==> config.mk <==
export PLATFORM = sky130hd
export DESIGN_NAME = reloj_display
export DESIGN_NICKNAME = d
export VERILOG_FILES = /design/src/rtl/reloj_display_pkg.sv /design/src/rtl/reloj_display_bcd7_serial.sv /design/src/rtl/reloj_display.sv
export SDC_FILE = /design/constraint.sdc
export NUM_CORES = 1
export LEC_CHECK = 0
export ABC_CLOCK_PERIOD_IN_PS = 3100
export CORE_MARGIN = 4
export CORE_UTILIZATION = 52
export CTS_CLUSTER_SIZE = 30
export DETAILED_ROUTE_END_ITERATION = 10
export PLACE_DENSITY = 0.73
export SYNTH_ARGS = -nofsm -noshare
export SYNTH_HDL_FRONTEND = slang
export SYNTH_SLANG_ARGS = --single-unit
==> constraint.sdc <==
create_clock -name clk -period 3.1 [get_ports clk]
set_input_delay 0.62 -clock clk [delete_from_list [all_inputs] [get_ports clk]]
set_output_delay 0.62 -clock clk [all_outputs]
set_load 0.01 [all_outputs]
==> src/rtl/reloj_display_pkg.sv <==
// Shared constants, FSM encoding and helpers for the stopwatch display path.
package reloj_display_pkg;

  localparam int DIGITS    = 4;
  localparam int BCD_CLAMP = 99;

  // Segment patterns {g,f,e,d,c,b,a}, active-low (common anode)
  localparam logic [6:0] SEG_0   = 7'b1000000;
  localparam logic [6:0] SEG_1   = 7'b1111001;
  localparam logic [6:0] SEG_2   = 7'b0100100;
  localparam logic [6:0] SEG_3   = 7'b0110000;
  localparam logic [6:0] SEG_4   = 7'b0011001;
  localparam logic [6:0] SEG_5   = 7'b0010010;
  localparam logic [6:0] SEG_6   = 7'b0000010;
  localparam logic [6:0] SEG_7   = 7'b1111000;
  localparam logic [6:0] SEG_8   = 7'b0000000;
  localparam logic [6:0] SEG_9   = 7'b0010000;
  localparam logic [6:0] SEG_OFF = 7'b1111111;

  typedef enum logic [1:0] {
    ST_IDLE    = 2'd0,
    ST_CONV_HI = 2'd1,
    ST_CONV_LO = 2'd2,
    ST_LOAD    = 2'd3
  } state_e;

  // Non-decimal nibbles cannot occur after clamping; they show blank
  function automatic logic [6:0] seg_encode(input logic [3:0] d);
    case (d)
      4'd0:    return SEG_0;
      4'd1:    return SEG_1;
      4'd2:    return SEG_2;
      4'd3:    return SEG_3;
      4'd4:    return SEG_4;
      4'd5:    return SEG_5;
      4'd6:    return SEG_6;
      4'd7:    return SEG_7;
      4'd8:    return SEG_8;
      4'd9:    return SEG_9;
      default: return SEG_OFF;
    endcase
  endfunction

  // Two BCD digits only: anything above 99 saturates
  function automatic logic [6:0] clamp99(input logic [6:0] v);
    return (v > 7'(BCD_CLAMP)) ? 7'(BCD_CLAMP) : v;
  endfunction

endpackage

==> src/rtl/reloj_display_bcd7_serial.sv <==
// Serial double-dabble: 7-bit binary to two BCD digits in 7 shift cycles.
module bcd7_serial
  import reloj_display_pkg::*;
(
  input  logic       clk,
  input  logic       rst,
  input  logic       start,
  input  logic [6:0] bin,
  output logic       done,
  output logic [7:0] bcd
);

  logic [6:0] bin_q;
  logic [7:0] bcd_q;
  logic [2:0] cnt_q;
  logic [7:0] adj_w;

  // Add-3 correction on each nibble ahead of the shift
  generate
    for (genvar gi = 0; gi < 2; gi++) begin : g_adj
      assign adj_w[gi*4 +: 4] = (bcd_q[gi*4 +: 4] >= 4'd5) ? bcd_q[gi*4 +: 4] + 4'd3
                                                            : bcd_q[gi*4 +: 4];
    end
  endgenerate

  // Load on start, then shift the {bcd, bin} pair left once per cycle until 7 shifts are done
  always_ff @(posedge clk or negedge rst) begin
    if (!rst) begin
      bin_q <= '0;
      bcd_q <= '0;
      cnt_q <= 3'd7;
    end else if (start) begin
      bin_q <= bin;
      bcd_q <= '0;
      cnt_q <= 3'd0;
    end else if (cnt_q != 3'd7) begin
      bcd_q <= {adj_w[6:0], bin_q[6]};
      bin_q <= {bin_q[5:0], 1'b0};
      cnt_q <= cnt_q + 3'd1;
    end
  end

  assign done = (cnt_q == 3'd7);
  assign bcd  = bcd_q;

endmodule

==> src/rtl/reloj_display.sv <==
// Frame-synchronous snapshot of the time bus, BCD conversion and 4-digit 7-segment scan.
module reloj_display
  import reloj_display_pkg::*;
#(
  parameter int SCAN_DIV = 50000
) (
  input  logic       clk,
  input  logic       rst,
  input  logic [6:0] sec,
  input  logic [6:0] min,
  input  logic [6:0] hs,
  input  logic       mode,
  input  logic       blank,
  output logic [6:0] seg,
  output logic       dp,
  output logic [3:0] an,
  output logic       busy
);

  localparam int CW = (SCAN_DIV > 1) ? $clog2(SCAN_DIV) : 1;

  logic [CW-1:0] scan_cnt_q;
  logic [1:0]    dig_idx_q;
  logic          scan_wrap;
  logic          capture;

  state_e        state_q, state_d;
  logic [3:0]    step_q, step_d;
  logic [6:0]    lo_q, lo_d;
  logic [7:0]    hi_bcd_q, hi_bcd_d;
  logic [15:0]   disp_q, disp_d;

  logic          conv_start;
  logic [6:0]    conv_bin;
  logic          conv_done;
  logic [7:0]    conv_bcd;

  logic [3:0]    digit_w [DIGITS];
  logic [3:0]    an_w;
  logic [6:0]    seg_q;
  logic          dp_q;
  logic [3:0]    an_q;

  assign scan_wrap = (scan_cnt_q == CW'(SCAN_DIV - 1));
  assign capture   = scan_wrap && (dig_idx_q == 2'd3) && (state_q == ST_IDLE);

  // Per-digit time slice and digit index
  always_ff @(posedge clk or negedge rst) begin
    if (!rst) begin
      scan_cnt_q <= '0;
      dig_idx_q  <= 2'd0;
    end else if (scan_wrap) begin
      scan_cnt_q <= '0;
      dig_idx_q  <= dig_idx_q + 2'd1;
    end else begin
      scan_cnt_q <= scan_cnt_q + CW'(1);
    end
  end

  // FSM next state: hi converts during steps 0..7, lo during 8..14, LOAD at step 15
  always_comb begin
    state_d    = state_q;
    step_d     = step_q + 4'd1;
    lo_d       = lo_q;
    hi_bcd_d   = hi_bcd_q;
    disp_d     = disp_q;
    conv_start = 1'b0;
    conv_bin   = lo_q;
    case (state_q)
      ST_IDLE: begin
        step_d = 4'd0;
        if (capture) begin
          conv_start = 1'b1;
          conv_bin   = clamp99(mode ? hs : min);
          lo_d       = clamp99(mode ? min : sec);
          state_d    = ST_CONV_HI;
        end
      end
      ST_CONV_HI: begin
        if (step_q == 4'd7) begin
          hi_bcd_d   = conv_bcd;
          conv_start = 1'b1;
          conv_bin   = lo_q;
          state_d    = ST_CONV_LO;
        end
      end
      ST_CONV_LO: begin
        if (step_q == 4'd14) state_d = ST_LOAD;
      end
      ST_LOAD: begin
        if (conv_done) disp_d = {hi_bcd_q, conv_bcd};
        state_d = ST_IDLE;
      end
      default: state_d = ST_IDLE;
    endcase
  end

  // FSM and display register state
  always_ff @(posedge clk or negedge rst) begin
    if (!rst) begin
      state_q  <= ST_IDLE;
      step_q   <= 4'd0;
      lo_q     <= '0;
      hi_bcd_q <= '0;
      disp_q   <= '0;
    end else begin
      state_q  <= state_d;
      step_q   <= step_d;
      lo_q     <= lo_d;
      hi_bcd_q <= hi_bcd_d;
      disp_q   <= disp_d;
    end
  end

  bcd7_serial u_bcd (
    .clk   (clk),
    .rst   (rst),
    .start (conv_start),
    .bin   (conv_bin),
    .done  (conv_done),
    .bcd   (conv_bcd)
  );

  generate
    for (genvar gi = 0; gi < DIGITS; gi++) begin : g_dig
      assign digit_w[gi] = disp_q[gi*4 +: 4];
      assign an_w[gi]    = (dig_idx_q != 2'(gi));
    end
  endgenerate

  // Registered pin drivers; blanking forces everything dark without touching the scan
  always_ff @(posedge clk or negedge rst) begin
    if (!rst) begin
      an_q  <= 4'b1111;
      seg_q <= SEG_OFF;
      dp_q  <= 1'b1;
    end else if (blank) begin
      an_q  <= 4'b1111;
      seg_q <= SEG_OFF;
      dp_q  <= 1'b1;
    end else begin
      an_q  <= an_w;
      seg_q <= seg_encode(digit_w[dig_idx_q]);
      dp_q  <= (dig_idx_q != 2'd2);
    end
  end

  assign an   = an_q;
  assign seg  = seg_q;
  assign dp   = dp_q;
  assign busy = (state_q != ST_IDLE);

endmodule

### After elaboration in Yosys (flattened, before gate mapping)

Memories as Yosys holds them, arrays and structs flattened.
Index checks and enable logic that the tools add are counted.
Widths: inputs -> output; s select.

* $add $sub $neg: 6
* $lt $le $gt $ge: 5
* eq/ne operators: 15
* muxes and demuxes: 29
* bitwise operators: 1
* reductions and logical operators: 10

Operators by type and width (count)
* $mux 7: 9
* $mux 4: 5
* $add 16x1->16 const B: 1
* $eq 16x16->1 const B: 1
* $mux 16: 1
* $mux 8: 2
* $gt 7x7->1 const B: 2
* $ne 2x2->1 const B: 5
* $mux 3: 3
* $bmux 4 s2: 1
* $ge 4x3->1 const B: 2
* $pmux 2 s4: 1
* $eq 2x2->1 const B: 3
* $mux 2: 3
* $reduce_and 2->1: 3
* $reduce_bool 2->1: 3
* $add 4x1->4 const B: 1
* $add 4x2->4 const B: 1
* $eq 4x3->1 const B: 1
* $eq 4x4->1 const B: 1
* $add 3x1->3 const B: 1
* $add 3x2->3 const B: 1
* $eq 3x3->1 const B: 1
* $ge 3x3->1 const B: 1
* other kinds (10): 13

* flip-flop bits (word level): 85
* bits in read-only memories: 112
* input port bits: 25
* output and inout bits: 13
* word-level logic and storage cells: 80
* memories kept: 1

Memory list
* (no name shown): words 16, width 7, rd ports 1, clocked after Yosys merged registers in 0, wr ports 0, line reloj_display_pkg.sv:29 `case (d)`

### Longest topological paths before layout

* depth after elaboration: 6
* gate-level depth with buffers: 8
* gate-level depth less buffers: 7

### Modules after synthesis

From an unflattened synthesis, not the netlist that was laid out.

* cells, all modules: 380
* area, all modules: 4312.9 um^2

Modules (own cells, without submodules)
* reloj_display: times used 1, cells each 283, area each 3369.5 um^2, seq. area each 1665.3 um^2
* bcd7_serial: times used 1, cells each 97, area each 943.4 um^2, seq. area each 454.2 um^2

### Worst setup path before layout

No wires, ideal clock.

* kind: register to register
* from: register u_bcd.cnt_q[0]
* to: register u_bcd.bcd_q[0], in the netlist u_bcd.bcd[0]
* library setup time: 0.119 ns
* arrival: 1.590 ns
* data required time: 2.981 ns
* slack: 1.391 ns
* cell stages (with the launch flop): 7
* path buffers: 2
* clock period less this slack: 1.709 ns
* path through: dfstp_2 -> ha_1 -> ha_1 -> buf_2 -> buf_2 -> mux2i_1 -> nor2_1

* longest elaborated chain between the ends: 2

RTL lines
* start: declaration: line reloj_display_bcd7_serial.sv:15 `logic [2:0] cnt_q;`
* start signal: assignment: line reloj_display_bcd7_serial.sv:39 `cnt_q <= cnt_q + 3'd1;`
* $ne 3x3->1: line reloj_display_bcd7_serial.sv:36 `end else if (cnt_q != 3'd7) begin`
* $reduce_bool 2->1 (no line)
* end signal: assignment: line reloj_display_bcd7_serial.sv:37 `bcd_q <= {adj_w[6:0], bin_q[6]};`
* end: declaration: line reloj_display_bcd7_serial.sv:14 `logic [7:0] bcd_q;`

No other way between the ends.
A chain may end at the register's enable or synchronous reset.

### Worst setup path in the final report

* from: register state_q[0]
* to: output port busy

* longest elaborated chain between the ends: 1

RTL lines
* start: declaration: line reloj_display.sv:27 `state_e state_q, state_d;`
* start signal: assignment: line reloj_display.sv:107 `state_q <= state_d;`
* $reduce_bool 2->1: line reloj_display.sv:151 `assign busy = (state_q != ST_IDLE);`
* end: declaration: line reloj_display.sv:17 `output logic busy`

No other way between the ends.

==> summary.md <==
| Metric | Value |
|---|---|
| Status | `complete, no violations` |
| TritonCTS clock tree | `done` |
| Synthesized-area fraction occupied by adder cells | `under 10%` |
| Yosys top cell area share | `41.0%` |
| Worst-margin pin slew | `1.01 ns` |
| Ports | `38` |
| Chip Height | `slightly below 100 um` |
| Post-synth EDFFs | `0` |
| CTS sink cnt | `84` |
| Vias | `2,822` |
| DR DRC count | `0` |
| Most common cell in the netlist | `dfrtp_1` |
| Total GRT Usage | `15.9%` |
| Reg area | `~0.0021 mm^2` |
| P_leak | `roughly 0.0023 uW` |
| Final worst-path cycle share | `80.1%` |
| Die area | `0.00972 mm^2` |
| GPL Wtd Cong | `0.869` |
| DR WL/cell | `between 10 and 15 um` |
| Post-synth top area cell | `dfrtp_1` |
| Reg2Reg Capture Point | `lo_q[0]` |
| Die X | `around 99 um` |
| Family with the most delay on the worst path | `buffers and inverters` |
| Layout fillers | `669` |
| Complex-gate fraction of the synthesized area | `~7.6%` |
| Worst Setup Start Kind | `flop` |
| Vias in the first global route | `2,901` |
| Root Driver | `clkbuf_8` |
| Slew Limit Fails | `0` |
| Setup TNS | `0 ns` |
| First DRT Iteration DRCs | `66` |
| R2r startpoint | `scan_cnt_q[0]` |
| Max cap viols | `0` |
| Inserted Diodes | `0` |
| Mux contribution to synthesized area | `13.9%` |
| Worst clock skew | `0.00892 ns` |
| Share of layout cells above drive strength 1 | `roughly 16%` |
| Detailed Routing Iterations Pass 1 | `4` |
| Mapped cell area | `0.00427 mm^2` |
| R2R depth | `6` |
| Area of the multi-input gates | `0.00198 mm^2` |
| Final setup viols | `0` |
| CP dominant cell by count | `inv_1` |
| Hold Vio Cnt, Final | `0` |
| Port buffer count | `37` |
| Yosys warns | `0` |
| Power per cell area | `389 mW/mm^2` |
| R2r setup slk | `just over 0.9 ns` |
| Overall Power | `1890 uW` |
| Commonest cells in the netlist | `70 x dfrtp_1, 36 x nor2_1, 35 x nand2_1` |
| Achievable Freq | `403 MHz` |
| Initial antenna violation count | `0` |
| Largest net degree at the start of global routing | `85` |
| Post-synthesis sequential area ratio | `49.6%` |
| CP arrival | `1.86 ns` |
| CP max stage delay | `0.50 ns` |
| Clock Pin Slew Worst Setup and Hold Paths | `approximately 0.080 ns` |
| Crit Path Class | `reg2out` |
| Post-Syn Nets | `around 430` |
| Register bit total from synthesis | `84` |
| Worst Path Buf+Inv | `3` |
| Antenna-violating nets left | `0` |
| CP cell instances | `inv_1, ha_1, inv_1, clkdlybuf4s50_1` |
| Starting Density | `54.4%` |
| Largest family of logic cells by synthesized area | `simple AND/OR/NAND/NOR gates` |
| Crit-path slowest cell | `clkdlybuf4s50_1` |
| Post-Synthesis Cells | `387` |
| Cts hold-fix bufs | `0` |
| P&R area growth vs syn | `13.6%` |
| Worst-case clock buffer depth | `2` |
| Clock latency on the worst-skew pair | `0.34 ns` |
| Required @ worst endpoint | `around 2.5 ns` |
| Post CTS Setup Buffer Count | `0` |
| Rel. slew slack | `around a third` |
| Avg Vias per Cell | `5.34` |
| VDD IR max | `~0.19 mV` |
| Core box area | `0.00785 mm^2` |
| Top cells by area, synth | `dfrtp_1 41%, dfstp_2 8.6%, ha_1 6.4%` |
| H-tree Lvls | `3` |
| CP max FO | `8` |
| CTS buffer count | `9` |
| CP endpoint kind | `primary output` |
| Post-synthesis simple-gate area fraction | `14.3%` |
| Crit path time final | `2.48 ns` |
| Layout Nets | `around 470` |
| Grt ovf | `0` |
| Syn Area/Cell | `11.0 um^2` |
| Global-route wire length before repair | `12,800 um` |
| Xor/xnor cell area share of the yosys netlist | `4.31%` |
| FFs w/ async S/R, synth | `100%` |
| RSZ-0062 raised after global routing | `no` |
| Post-CTS Resized | `0` |
| Post-synth cell types | `50` |
| Final HPWL from detailed placement | `slightly above 5000 um` |
| Worst Hold Class | `in2async` |
| Final WL | `7090 um` |
| Post-synth top flop | `dfrtp_1` |
| Rows | `32` |
[area by class of cell]
cell class                 count  share of cell area, %
clock inverter                 4                  0.516
sequential                    84                   43.7
clock buffer                  12                   2.99
multi-input combinational    271                   40.9
inverter                      15                   1.16
timing repair buffer          40                   8.05
tap                          102                   2.63
[worst reg2reg max path: stages, from the launching register on]
cell and delay [ns]:
dfrtp_1 0.39, ha_1 0.18, and3_1 0.24, and4_1 0.60
nand3_4 0.28, a21oi_1 0.27, a22oi_1 0.10
[cell usage in the layout (no fill, tap or decap), drive strengths merged, types with 14 or more instances in the layout]
| cell | netlist | routed |
|---|---|---|
| clkdlybuf4s50 | 0 | 36 |
| dfstp | 14 | 14 |
| nand2 | 36 | 36 |
| ha | 22 | 22 |
| a21oi | 14 | 14 |
| inv | 15 | 15 |
| mux2i | 25 | 25 |
| mux2 | 24 | 24 |
| o21ai | 28 | 28 |
| nor2 | 38 | 38 |
| dfrtp | 70 | 70 |
[per-stage QoR]
| step | hold slack (ns) | setup slack, ns | area, um^2 | std cells | util [%] |
|---|---|---|---|---|---|
| 2_1_floorplan | 0.324 | 1.39 | 4270 | 387 | - |
| 3_3_place_gp | 0.449 | 0.864 | 4680 | 512 | 59.6 |
| 3_5_place_dp | 0.451 | 0.821 | 4680 | 512 | 59.6 |
| 4_1_cts | 0.468 | 0.599 | 4850 | 528 | 61.8 |
| 5_1_grt | 0.501 | 0.506 | 4850 | 528 | 61.8 |
| 6_report | 0.453 | 0.616 | 4850 | 528 | 61.8 |
[how the worst max path moves through the flow]
stage                         startpoint            to  depth (start not counted)
final                         state_q[0]          busy                          4
after global routing          state_q[1]          busy                          4
after CTS                     state_q[0]          busy                          4
after detailed placement            mode       lo_q[0]                          6
after global placement              mode       lo_q[0]                          6
after floorplan           u_bcd.cnt_q[0]  u_bcd.bcd[0]                          6
[power by group]
part	total, uW	switching (uW)	internal (uW)
logic	100	49.5	50.9
clock network	677	366	311
registers	1110	2.07	1110
total	1890	417	1470
[cell families (layout without fill, tap and decap cells)]
| kind of cell | count (synthesis) | in the layout |
|---|---|---|
| XOR/XNOR | 21 | 21 |
| multiplexers | 52 | 52 |
| AO/OA/AOI/OAI | 55 | 55 |
| buffers and inverters | 32 | 71 |
| AND/OR/NAND/NOR | 121 | 121 |
| flip-flops | 84 | 84 |
| adder cells (fa/ha/maj) | 22 | 22 |
[flip-flops by register name, indices dropped and copies added (netlist names)]
name         cells
lo_q             7
seg              7
scan_cnt_q      16
step_q           4
hi_bcd_q         8
state_q          2
u_bcd.bcd        8
u_bcd.bin_q      7
disp_q          16
u_bcd.cnt_q      3
dig_idx_q        2
an               4
[routing by layer]
layer	vias to the layer above	part of all wire [%]	global-route usage (%)
met3	7	4.3	3.89
met1	1355	48	21.1
met2	54	47	26.3
met4	0	0.78	4.20
li1	1406	-	-
met5	-	0	0
(Power assumes the default switching activity.)
